### config.mk
export PLATFORM = sky130hd
export DESIGN_NAME = stream_source_ctrl_flat
export DESIGN_NICKNAME = d
export VERILOG_FILES = /design/src/rtl/stream_source_ctrl_if.sv /design/src/rtl/stream_source_ctrl.sv /design/src/flat_wrapper.sv
export SDC_FILE = /design/constraint.sdc
export NUM_CORES = 1
export LEC_CHECK = 0
export CORE_MARGIN = 1
export CORE_UTILIZATION = 46
export CTS_BUF_LIST = sky130_fd_sc_hd__clkbuf_8
export CTS_CLUSTER_SIZE = 16
export DETAILED_ROUTE_END_ITERATION = 16
export PLACE_DENSITY = 0.93
export SYNTH_ARGS = -nofsm -noshare
export SYNTH_HDL_FRONTEND = slang
export SYNTH_SLANG_ARGS = --single-unit
export TNS_END_PERCENT = 100
### constraint.sdc
create_clock -name clk -period 5 [get_ports clk]
set_input_delay 1 -clock clk [delete_from_list [all_inputs] [get_ports clk]]
set_output_delay 1 -clock clk [all_outputs]
set_load 0.005 [all_outputs]
### src/rtl/stream_source_ctrl_if.sv
`default_nettype none
// ============================================================================
// Module   : stream_source_ctrl_if
// Brief    : Producer / buffer-write bundle for the stream source controller.
// Revision : 1.0 - initial release
// ============================================================================
interface stream_source_ctrl_if #(
    parameter int NUM_CH = 2,
    parameter int DATA_W = 16,
    parameter int CNT_W  = 16
);
    localparam int CH_W = (NUM_CH > 1) ? $clog2(NUM_CH) : 1;

    logic [NUM_CH-1:0]        start;
    logic                     stop;
    logic [CNT_W-1:0]         burst_len;
    logic [NUM_CH*DATA_W-1:0] src_data;
    logic [NUM_CH-1:0]        src_valid;
    logic [NUM_CH-1:0]        src_en;
    logic                     buf_full;
    logic                     buf_empty;
    logic                     rd_valid;
    logic                     wr_en;
    logic [DATA_W-1:0]        wr_data;
    logic [CH_W-1:0]          active_ch;
    logic [1:0]               state;
    logic [CNT_W-1:0]         word_cnt;
    logic                     done;

    modport master (
        input  start, stop, burst_len, src_data, src_valid,
               buf_full, buf_empty, rd_valid,
        output src_en, wr_en, wr_data, active_ch, state, word_cnt, done
    );

    modport slave (
        output start, stop, burst_len, src_data, src_valid,
               buf_full, buf_empty, rd_valid,
        input  src_en, wr_en, wr_data, active_ch, state, word_cnt, done
    );
endinterface
`default_nettype wire

### src/rtl/stream_source_ctrl.sv
`default_nettype none
// ============================================================================
// Module   : stream_source_ctrl
// Brief    : N-channel source selector streaming one producer into a buffer.
// Revision : 1.0 - initial release
// ============================================================================
module stream_source_ctrl #(
    parameter int NUM_CH = 2,
    parameter int DATA_W = 16,
    parameter int CNT_W  = 16
) (
    input  wire logic           clk,
    input  wire logic           rst,
    stream_source_ctrl_if.master bus
);
    localparam int CH_W = (NUM_CH > 1) ? $clog2(NUM_CH) : 1;

    typedef enum logic [1:0] {
        S_IDLE  = 2'd0,
        S_RUN   = 2'd1,
        S_WAIT  = 2'd2,
        S_DRAIN = 2'd3
    } state_t;

    state_t              r_state;
    state_t              w_state_nxt;
    logic [CH_W-1:0]     r_active_ch;
    logic [CNT_W-1:0]    r_word_cnt;
    logic [CNT_W-1:0]    r_len_q;
    logic [NUM_CH-1:0]   r_start_q;
    logic                r_stop_q;

    logic [NUM_CH-1:0]   w_start_rise;
    logic                w_stop_rise;
    logic [CH_W-1:0]     w_start_idx;
    logic                w_launch;
    logic                w_burst_done;
    logic                w_sel_valid;
    logic [DATA_W-1:0]   w_sel_data;
    logic [DATA_W-1:0]   w_data_arr [NUM_CH];
    logic [NUM_CH-1:0]   w_src_en;
    logic                w_wr_en;
    logic                w_done;

    // Edge registers reset high so a button held through reset release stays silent
    assign w_start_rise = bus.start & ~r_start_q;
    assign w_stop_rise  = bus.stop & ~r_stop_q;
    assign w_launch     = (r_state == S_IDLE) && (|w_start_rise);
    assign w_burst_done = (r_len_q != '0) && (r_word_cnt == r_len_q);

    generate
        for (genvar k = 0; k < NUM_CH; k++) begin : g_ch
            assign w_data_arr[k] = bus.src_data[k*DATA_W +: DATA_W];
            assign w_src_en[k]   = rst && (r_state == S_RUN) && (r_active_ch == CH_W'(k));
        end
    endgenerate

    always_comb begin
        w_start_idx = '0;
        for (int k = NUM_CH - 1; k >= 0; k--) begin
            if (w_start_rise[k]) begin
                w_start_idx = CH_W'(k);
            end
        end
    end

    assign w_sel_valid = bus.src_valid[r_active_ch];
    assign w_sel_data  = w_data_arr[r_active_ch];
    assign w_wr_en     = rst && (r_state == S_RUN) && w_sel_valid &&
                         !bus.buf_full && !w_burst_done;

    always_comb begin
        w_state_nxt = r_state;
        w_done      = 1'b0;
        case (r_state)
            S_IDLE: begin
                if (w_launch) begin
                    w_state_nxt = S_RUN;
                end
            end
            S_RUN: begin
                if (w_stop_rise || w_burst_done) begin
                    w_state_nxt = S_DRAIN;
                end else if (bus.buf_full) begin
                    w_state_nxt = S_WAIT;
                end
            end
            S_WAIT: begin
                if (w_stop_rise) begin
                    w_state_nxt = S_DRAIN;
                end else if (!bus.buf_full) begin
                    w_state_nxt = S_RUN;
                end
            end
            S_DRAIN: begin
                if (bus.buf_empty && !bus.rd_valid) begin
                    w_state_nxt = S_IDLE;
                    w_done      = rst;
                end
            end
            default: w_state_nxt = S_IDLE;
        endcase
    end

    always_ff @(posedge clk) begin
        if (!rst) begin
            r_state     <= S_IDLE;
            r_active_ch <= '0;
            r_word_cnt  <= '0;
            r_len_q     <= '0;
            r_start_q   <= '1;
            r_stop_q    <= 1'b1;
        end else begin
            r_state   <= w_state_nxt;
            r_start_q <= bus.start;
            r_stop_q  <= bus.stop;
            if (w_launch) begin
                r_active_ch <= w_start_idx;
                r_len_q     <= bus.burst_len;
                r_word_cnt  <= '0;
            end else if (w_wr_en && (r_word_cnt != {CNT_W{1'b1}})) begin
                r_word_cnt <= r_word_cnt + CNT_W'(1);
            end
        end
    end

    assign bus.src_en    = w_src_en;
    assign bus.wr_en     = w_wr_en;
    assign bus.wr_data   = (rst && (r_state == S_RUN)) ? w_sel_data : '0;
    assign bus.active_ch = r_active_ch;
    assign bus.state     = r_state;
    assign bus.word_cnt  = r_word_cnt;
    assign bus.done      = w_done;
endmodule
`default_nettype wire

### src/flat_wrapper.sv
// flat-port wrapper written by rule: the top's interface ports become plain ports
module stream_source_ctrl_flat 
#(
    parameter int NUM_CH = 2,
    parameter int DATA_W = 16,
    parameter int CNT_W  = 16
)
  (clk, rst, bus_start, bus_stop, bus_burst_len, bus_src_data, bus_src_valid, bus_buf_full, bus_buf_empty, bus_rd_valid, bus_src_en, bus_wr_en, bus_wr_data, bus_active_ch, bus_state, bus_word_cnt, bus_done);
  stream_source_ctrl_if #(.NUM_CH(NUM_CH), .DATA_W(DATA_W), .CNT_W(CNT_W)) bus_i ();
  input  wire logic clk;
  input  wire logic rst;
  input wire logic [$bits(bus_i.start)-1:0] bus_start;
  input wire logic [$bits(bus_i.stop)-1:0] bus_stop;
  input wire logic [$bits(bus_i.burst_len)-1:0] bus_burst_len;
  input wire logic [$bits(bus_i.src_data)-1:0] bus_src_data;
  input wire logic [$bits(bus_i.src_valid)-1:0] bus_src_valid;
  input wire logic [$bits(bus_i.buf_full)-1:0] bus_buf_full;
  input wire logic [$bits(bus_i.buf_empty)-1:0] bus_buf_empty;
  input wire logic [$bits(bus_i.rd_valid)-1:0] bus_rd_valid;
  output wire logic [$bits(bus_i.src_en)-1:0] bus_src_en;
  output wire logic [$bits(bus_i.wr_en)-1:0] bus_wr_en;
  output wire logic [$bits(bus_i.wr_data)-1:0] bus_wr_data;
  output wire logic [$bits(bus_i.active_ch)-1:0] bus_active_ch;
  output wire logic [$bits(bus_i.state)-1:0] bus_state;
  output wire logic [$bits(bus_i.word_cnt)-1:0] bus_word_cnt;
  output wire logic [$bits(bus_i.done)-1:0] bus_done;
  assign bus_i.start = bus_start;
  assign bus_i.stop = bus_stop;
  assign bus_i.burst_len = bus_burst_len;
  assign bus_i.src_data = bus_src_data;
  assign bus_i.src_valid = bus_src_valid;
  assign bus_i.buf_full = bus_buf_full;
  assign bus_i.buf_empty = bus_buf_empty;
  assign bus_i.rd_valid = bus_rd_valid;
  assign bus_src_en = bus_i.src_en;
  assign bus_wr_en = bus_i.wr_en;
  assign bus_wr_data = bus_i.wr_data;
  assign bus_active_ch = bus_i.active_ch;
  assign bus_state = bus_i.state;
  assign bus_word_cnt = bus_i.word_cnt;
  assign bus_done = bus_i.done;
  stream_source_ctrl #(.NUM_CH(NUM_CH), .DATA_W(DATA_W), .CNT_W(CNT_W)) u_core (.clk(clk), .rst(rst), .bus(bus_i));
endmodule
# == Word-level counts from Yosys, hierarchy flattened ==
# Index checks and enable logic that the tools add are counted.
# op_classes
n_reduce_logical,19
magnitude_cmp,2
n_bitwise,7
n_eq_ne,9
n_mux,17
n_addsub,1
# ops
op,count
$mux 16,4
$add 16x1->16 const B,1
$eq 16x16->1,1
$ne 16x16->1 const B,1
$reduce_bool 16->1,1
$mux 2,6
$logic_and 1x1->1,10
$pmux 2 s4,1
$mux 1,6
$eq 2x2->1 const B,2
$ne 2x1->1 const B,2
$reduce_and 4->1,1
$reduce_or 2->1,2
$logic_not 1->1,3
$ne 3x2->1 const B,1
$ne 3x3->1 const B,1
$not 1->1,3
$and 2x2->2,1
$eq 2x1->1 const B,1
$ge 2x2->1 const B,1
$logic_not 2->1,1
$lt 1x2->1 const B,1
$not 1->2,1
$not 2->2,1
other kinds (2),2
# totals
elab_cells,61
inputBits,58
reg_bits,38
output_inout_bits,39

# == Longest topological paths before layout ==
# Gate-level depths: netlist of the first run.
# logic_depth
depth_word,6
ltp_mapped,8
depth_no_buf,7

# == Least setup slack after synthesis of the first run ==
# OpenSTA, ideal clock, no wires.
# synth_path
kind,input port to output port
from,input rst
to,output bus_wr_en
cell_stages,6
n_path_buf,2
setup_slack_ns,2.235
arrival_ns,1.765
required_time_ns,4.000
cell_sequence,buf_2 nand2_4 nor3_4 o21ai_2 buf_6 inv_1
# synth_between
elab_chain_len,4
# synth_lines
item,line,text
from (decl),flat_wrapper.sv:11,input wire logic rst;
$logic_and 1x1->1 (3 in a row),stream_source_ctrl.sv:69,assign w_wr_en = rst && (r_state == S_RUN) && w_sel_valid &&
$logic_and 1x1->1,stream_source_ctrl.sv:70,!bus.buf_full && !w_burst_done;
to (decl),flat_wrapper.sv:21,output wire logic [$bits(bus_i.wr_en)-1:0] bus_wr_en;
# Every way passes these cells.

# == Worst setup path after layout of the first run ==
# Ends and elaborated chain as after synthesis.

==> qor.yml, run 1 <==
clock_network:
  cts_hold_buffers: 0
  clock-root-buffer: "clkbuf_8"
  cts.repair.resized: 0
  cts_num_sinks: 38
  cts_tree: "built"
  numCtsBuffers: 5
  worstSkewPairLatency_ns: 0.29
  clk_pin_slew_worst_paths_ns: 0.07
  post_cts_buffers: 0
  h-tree-depth: 2
  clk_path_buf_depth: 2
worst_setup_path:
  reg2reg_from: "u_core.bus.word_cnt[0]"
  r2r-end: "u_core.bus.word_cnt[2]"
  end_kind: "output port"
  worstPathArrival_ns: 3.10
  startpoint_type: "input port"
  critical_path_class: "input port to output port"
  worstPathRequired_ns: 4.00
  rrSetupSlack_ns: 2.63
  ff2ff_path_depth: 7
  critPathMaxFanout: 23
min_path:
  hp-class: "flop to flop"
  whs_path_depth: 2
  min_to: "u_core.bus.word_cnt[3]"
  holdCritStartpoint: "u_core.bus.word_cnt[3]"
sta:
  maxSlewViolCount: 0
  skew_ns: 0.00462
  period_needed_ns: 4.10
  tightest_slew_ns: 0.828
  setup_viol: 0
  fmax_ghz: 0.244
  whs_ns: 0.559
  finalHoldViolCount: 0
  relSlewSlack_pct: 44.8
  setup-tns-final_ns: 0
  finalCritPeriodShare_pct: 81.9
  grt_setup_unrepaired: "false"
logic_synthesis:
  netlist_area_um2: 2140
  synth_seq_area_share_pct: 35.6
  yosys.area.top_type: "dfxtp_1"
  synth_fp_nets: 305
  synth_top_area_share_pct: 35.6
  ys.warnings.count: 0
  synthTopCellsByArea: "dfxtp_1, mux2i_1, nor2_1"
  synthDistinctLibCells: 44
  avgSynthCellArea_um2: 8.69
  netlist_instances: 246
  ys_seq_elements: 38
cells_and_area:
  syn2layout_area_growth_pct: 51.1
  fill_cells: 328
  nNetsFinal: 399
  n_antenna_cell: 0
  drive_gt1_share_pct: 4.99
drt:
  drt-initial-drc-count: 183
  antenna_left: 0
  wl_per_cell_um: 15.7
  drt_pass1_iterations: 4
  wl_um: 6180
  drc: 0
  vias_per_cell: 5.81
  vias: 2285
placement:
  hpwl_um: 4650
  port_buffers: 96
  place_congestion: 0.873
floorplanning:
  start_util_pct: 48.4
  die_area_um2: 4930
  fp-row-count: 24
  coreArea_um2: 4410
  dieHeight_um: 70.2
  io_pins: 97
  fp.dieW_um: 70.2
global_routing:
  grt_first_pass_wirelength_um: 10000
  grt_use_total_pct: 25.6
  grt_overflow: 0
  grt_max_degree: 24
  antenna_found_initial: 0
  grt_pass1_vias: 2261
power:
  ir_drop_mv: 0.137
  leakage_nw: 1.30
  power.density_nw_per_um2: 228
outcome:
  status: "finished, final reports clean"
job:
  maxCapViolations: 0
[synth_stat cells (all sizes together)]
library cell and count:
nor2 39, dfxtp 38, mux2i 35, xor2 16
nand2 15, a21oi 11, nor4 10, nand3 8
buf 7, o31ai 7, or4 7, nor3 5
o21ai 5, and3 4, clkbuf 4, nand2b 3
nand4 3, nor2b 3, o211ai 3, o21a 3
and2 2, o311ai 2, o41ai 2, or3 2
a211oi 1, and2b 1, and3b 1, and4 1
clkinv 1, ha 1, inv 1, nand4b 1
nor4bb 1, o31a 1, o41a 1, or2 1
[per-layer routing]
layer  vias up  track usage, %  part of all wire [%]
li1       1087               -                     -
met1      1028            28.1                    38
met2       143            46.7                    51
met3        27            6.06                   8.9
met4         0            10.9                   2.4
met5         -               0                     0
[power breakdown]
group          switching [mW]  internal [mW]  total [mW]  leakage, nW
Sequential             0.0129          0.314       0.327        0.309
Clock                   0.108          0.147       0.254       0.0579
Combinational          0.0654         0.0907       0.156        0.935
Total                   0.186          0.552       0.738         1.30
[sequential cells by signal, indices dropped and copies added, names as in the netlist]
signal / flops
u_core.r_start_q: 2
u_core.bus.word_cnt: 16
u_core.bus.active_ch: 1
u_core.r_len_q: 16
u_core.bus.state: 2
u_core.r_stop_q: 1
[worst max-delay path: stages]
cell	delay, ns
clkdlybuf4s50_1	0.69
nand2_4	0.22
nor3_4	0.23
o21ai_2	0.26
inv_1	0.17
clkdlybuf4s50_1	0.52
[worst max-delay path by stage]
stage / slack (ns) / start / cells past startpoint / end
finish: 0.90 / rst / 6 / bus_wr_en
global route: 0.76 / rst / 6 / bus_wr_en
CTS: 0.92 / rst / 6 / bus_wr_en
detailed placement: 0.92 / rst / 6 / bus_wr_en
global placement: 0.98 / rst / 6 / bus_wr_en
floorplan: 2.24 / rst / 6 / bus_wr_en
[per-stage QoR]
step           power [mW]  cell area [µm²]  instances  worst slack [ns]  util (%)
4_1_cts             0.739             3230        393             0.919      73.2
6_report            0.738             3230        393             0.903      73.2
3_3_place_gp        0.484             3120        385             0.981      70.7
3_5_place_dp        0.489             3120        385             0.916      70.7
2_1_floorplan       0.409             2140        246              2.24         -
5_1_grt             0.766             3230        393             0.764      73.2
[cells by family after synthesis]
logic type               after synthesis  synth area share, %
AO/OA/AOI/OAI                         36                 11.6
buffers and inverters                 13                 3.04
XOR/XNOR                              16                 6.55
flip-flops                            38                 35.6
multiplexers                          35                 16.4
AND/OR/NAND/NOR                      107                 26.3
adder cells (fa/ha/maj)                1                0.585
[final cells by class]
type	count	area, µm²	share of cell area, %
sequential	38	761	23.5
tap	52	65.1	2.01
inverter	2	7.51	0.232
clock buffer	5	68.8	2.13
clock inverter	3	40.0	1.24
timing repair buffer	98	976	30.2
multi-input combinational	195	1310	40.6
[cell usage in the layout, fill, tap and decap left out, types with 2 or more instances in the layout]
master,instances
nor2b_1,3
or4_1,7
o21ai_0,3
xor2_1,16
o21a_1,3
o21ai_2,2
clkbuf_8,5
nand3_1,8
dfxtp_1,38
clkdlybuf4s50_1,96
nor4_1,10
nor2_1,38
o211ai_1,3
clkinv_2,2
and3_1,4
o41ai_1,2
nand2b_1,3
or3_1,2
nand2_1,14
o31ai_1,7
buf_4,2
a21oi_1,11
mux2i_1,35
nor3_1,4
nand4_1,3
o311ai_0,2
Note: power is estimated with default switching activity, not from simulation.
==> run 2, diff against run 1 <==
--- a/config.mk
+++ b/config.mk
@@ -6,11 +6,11 @@
 export NUM_CORES = 1
 export LEC_CHECK = 0
 export CORE_MARGIN = 1
-export CORE_UTILIZATION = 46
+export CORE_UTILIZATION = 43
 export CTS_BUF_LIST = sky130_fd_sc_hd__clkbuf_8
 export CTS_CLUSTER_SIZE = 16
 export DETAILED_ROUTE_END_ITERATION = 16
-export PLACE_DENSITY = 0.93
+export PLACE_DENSITY = 0.88
 export SYNTH_ARGS = -nofsm -noshare
 export SYNTH_HDL_FRONTEND = slang
 export SYNTH_SLANG_ARGS = --single-unit
==> constraint.sdc (replaced) <==
create_clock -name clk -period 4.23 [get_ports clk]
set_input_delay 0.846 -clock clk [delete_from_list [all_inputs] [get_ports clk]]
set_output_delay 0.846 -clock clk [all_outputs]
set_load 0.005 [all_outputs]
==> run 2 against run 1 <==
Clock skew hardly changed. Die area increased by 6.8%. Sequential power is 18% higher. Global-route usage fell by 3.3 points. Worst hold slack worse by 0.0095 ns. Wire length is 6.7% lower.
==> qor.yml, run 2 (synthesis results as in run 1) <==
clock_network:
  cts_hold_buffers: 0
  numCtsBuffers: 5
  cts_num_sinks: 38
  h-tree-depth: 2
  clk_path_buf_depth: 2
  clk_pin_slew_worst_paths_ns: 0.08
  post_cts_buffers: 0
  cts_tree: "built"
  worstSkewPairLatency_ns: 0.29
  clock-root-buffer: "clkbuf_8"
  cts.repair.resized: 0
sta:
  setup-tns-final_ns: 0
  tightest_slew_ns: 0.798
  period_needed_ns: 3.63
  skew_ns: 0.00490
  maxSlewViolCount: 0
  finalCritPeriodShare_pct: 85.9
  fmax_ghz: 0.275
  relSlewSlack_pct: 46.8
  whs_ns: 0.549
  finalHoldViolCount: 0
  grt_setup_unrepaired: "false"
  fin_ws_ns: 0.598
  setup_viol: 0
drt:
  vias_per_cell: 5.33
  antenna_left: 0
  drt_pass1_iterations: 4
  drc: 0
  wl_um: 5770
  vias: 2185
  wl_per_cell_um: 14.1
  drt-initial-drc-count: 205
cells_and_area:
  stdcell_area_um2: 3250
  layout_common_cells: "clkdlybuf4s50_1, nor2_1, dfxtp_1"
  n_antenna_cell: 0
  drive_gt1_share_pct: 5.54
  final_cells: 410
  layout_commonest_cell: "clkdlybuf4s50_1"
  nNetsFinal: 401
  syn2layout_area_growth_pct: 52.0
placement:
  dp_cells: 402
  hpwl_um: 4410
  place_area_um2: 3160
  port_buffers: 96
  place_congestion: 0.790
  pre_cts_ws_ns: 0.667
floorplanning:
  dieHeight_um: 72.5
  io_pins: 97
  fp.dieW_um: 72.5
  coreArea_um2: 4750
  fp-row-count: 25
  start_util_pct: 45.0
  die_area_um2: 5260
global_routing:
  grt_first_pass_wirelength_um: 9320
  grt_max_degree: 24
  grt_use_total_pct: 22.3
  grt_pass1_vias: 1987
  grt_overflow: 0
  antenna_found_initial: 0
worst_setup_path:
  critical_path_class: "flop to output port"
  end_kind: "output port"
  critPathMaxFanout: 23
  worstPathRequired_ns: 3.38
  startpoint_type: "flop"
  worstPathArrival_ns: 2.79
power:
  ir_drop_mv: 0.170
  leakage_nw: 1.30
  power.density_nw_per_um2: 256
outcome:
  status: "finished, final reports clean"
job:
  maxCapViolations: 0
min_path:
  hp-class: "flop to flop"
## run 2: cell types whose count changed in the layout (fill, tap and decap cells not counted), sizes merged
cell	before	now
buf	2	4
bufinv	1	0
clkbuf	5	6
clkinv	3	2
clkinvlp	0	1
## run 2: power by group
| group | internal [mW] | switching, mW |
|---|---|---|
| clock network | 0.131 | 0.128 |
| logic | 0.109 | 0.0766 |
| registers | 0.371 | 0.0147 |
| total | 0.611 | 0.220 |
## run 2: area by class of cell
type / instances / area [µm²]
Clock buffer: 6 / 82.6
Clock inverter: 2 / 12.5
Multi-Input combinational cell: 195 / 1310
Inverter: 2 / 7.51
Tap cell: 67 / 83.8
Fill cell: 389 / 1500
Sequential cell: 38 / 761
Timing Repair Buffer: 100 / 991
## run 2: metrics by stage
stage	util, %	power, mW
floorplan	-	0.483
global placement	66.4	0.573
detailed placement	66.4	0.578
CTS	68.4	0.832
global route	68.4	0.867
finish	68.4	0.831
## run 2: final timing paths
| kind | from | to | slack (ns) | cells past startpoint |
|---|---|---|---|---|
| worst max-delay path | u_core.bus.word_cnt[1] | bus_wr_en | 0.60 | 6 |
| worst min-delay path | u_core.bus.word_cnt[8] | u_core.bus.word_cnt[8] | 0.55 | 2 |
| worst max register to register | u_core.bus.word_cnt[1] | u_core.bus.word_cnt[2] | 1.84 | 7 |
| worst min register to register | u_core.bus.word_cnt[8] | u_core.bus.word_cnt[8] | 0.55 | 2 |
## run 2: metal layers
layer  vias to the layer above  global-route usage [%]  wire, µm
met5                         -                       0         0
met4                         0                    4.36        40
met3                         6                    5.14       268
met2                        80                    38.0      2960
met1                      1010                    29.0      2500
li1                       1089                       -         -
## run 2: critical path, stage by stage (launching register included)
cell,delay (ns)
dfxtp_1,0.48
xor2_1,0.12
nor4_1,0.37
nand3_1,0.19
o21ai_2,0.66
inv_1,0.19
clkdlybuf4s50_1,0.49
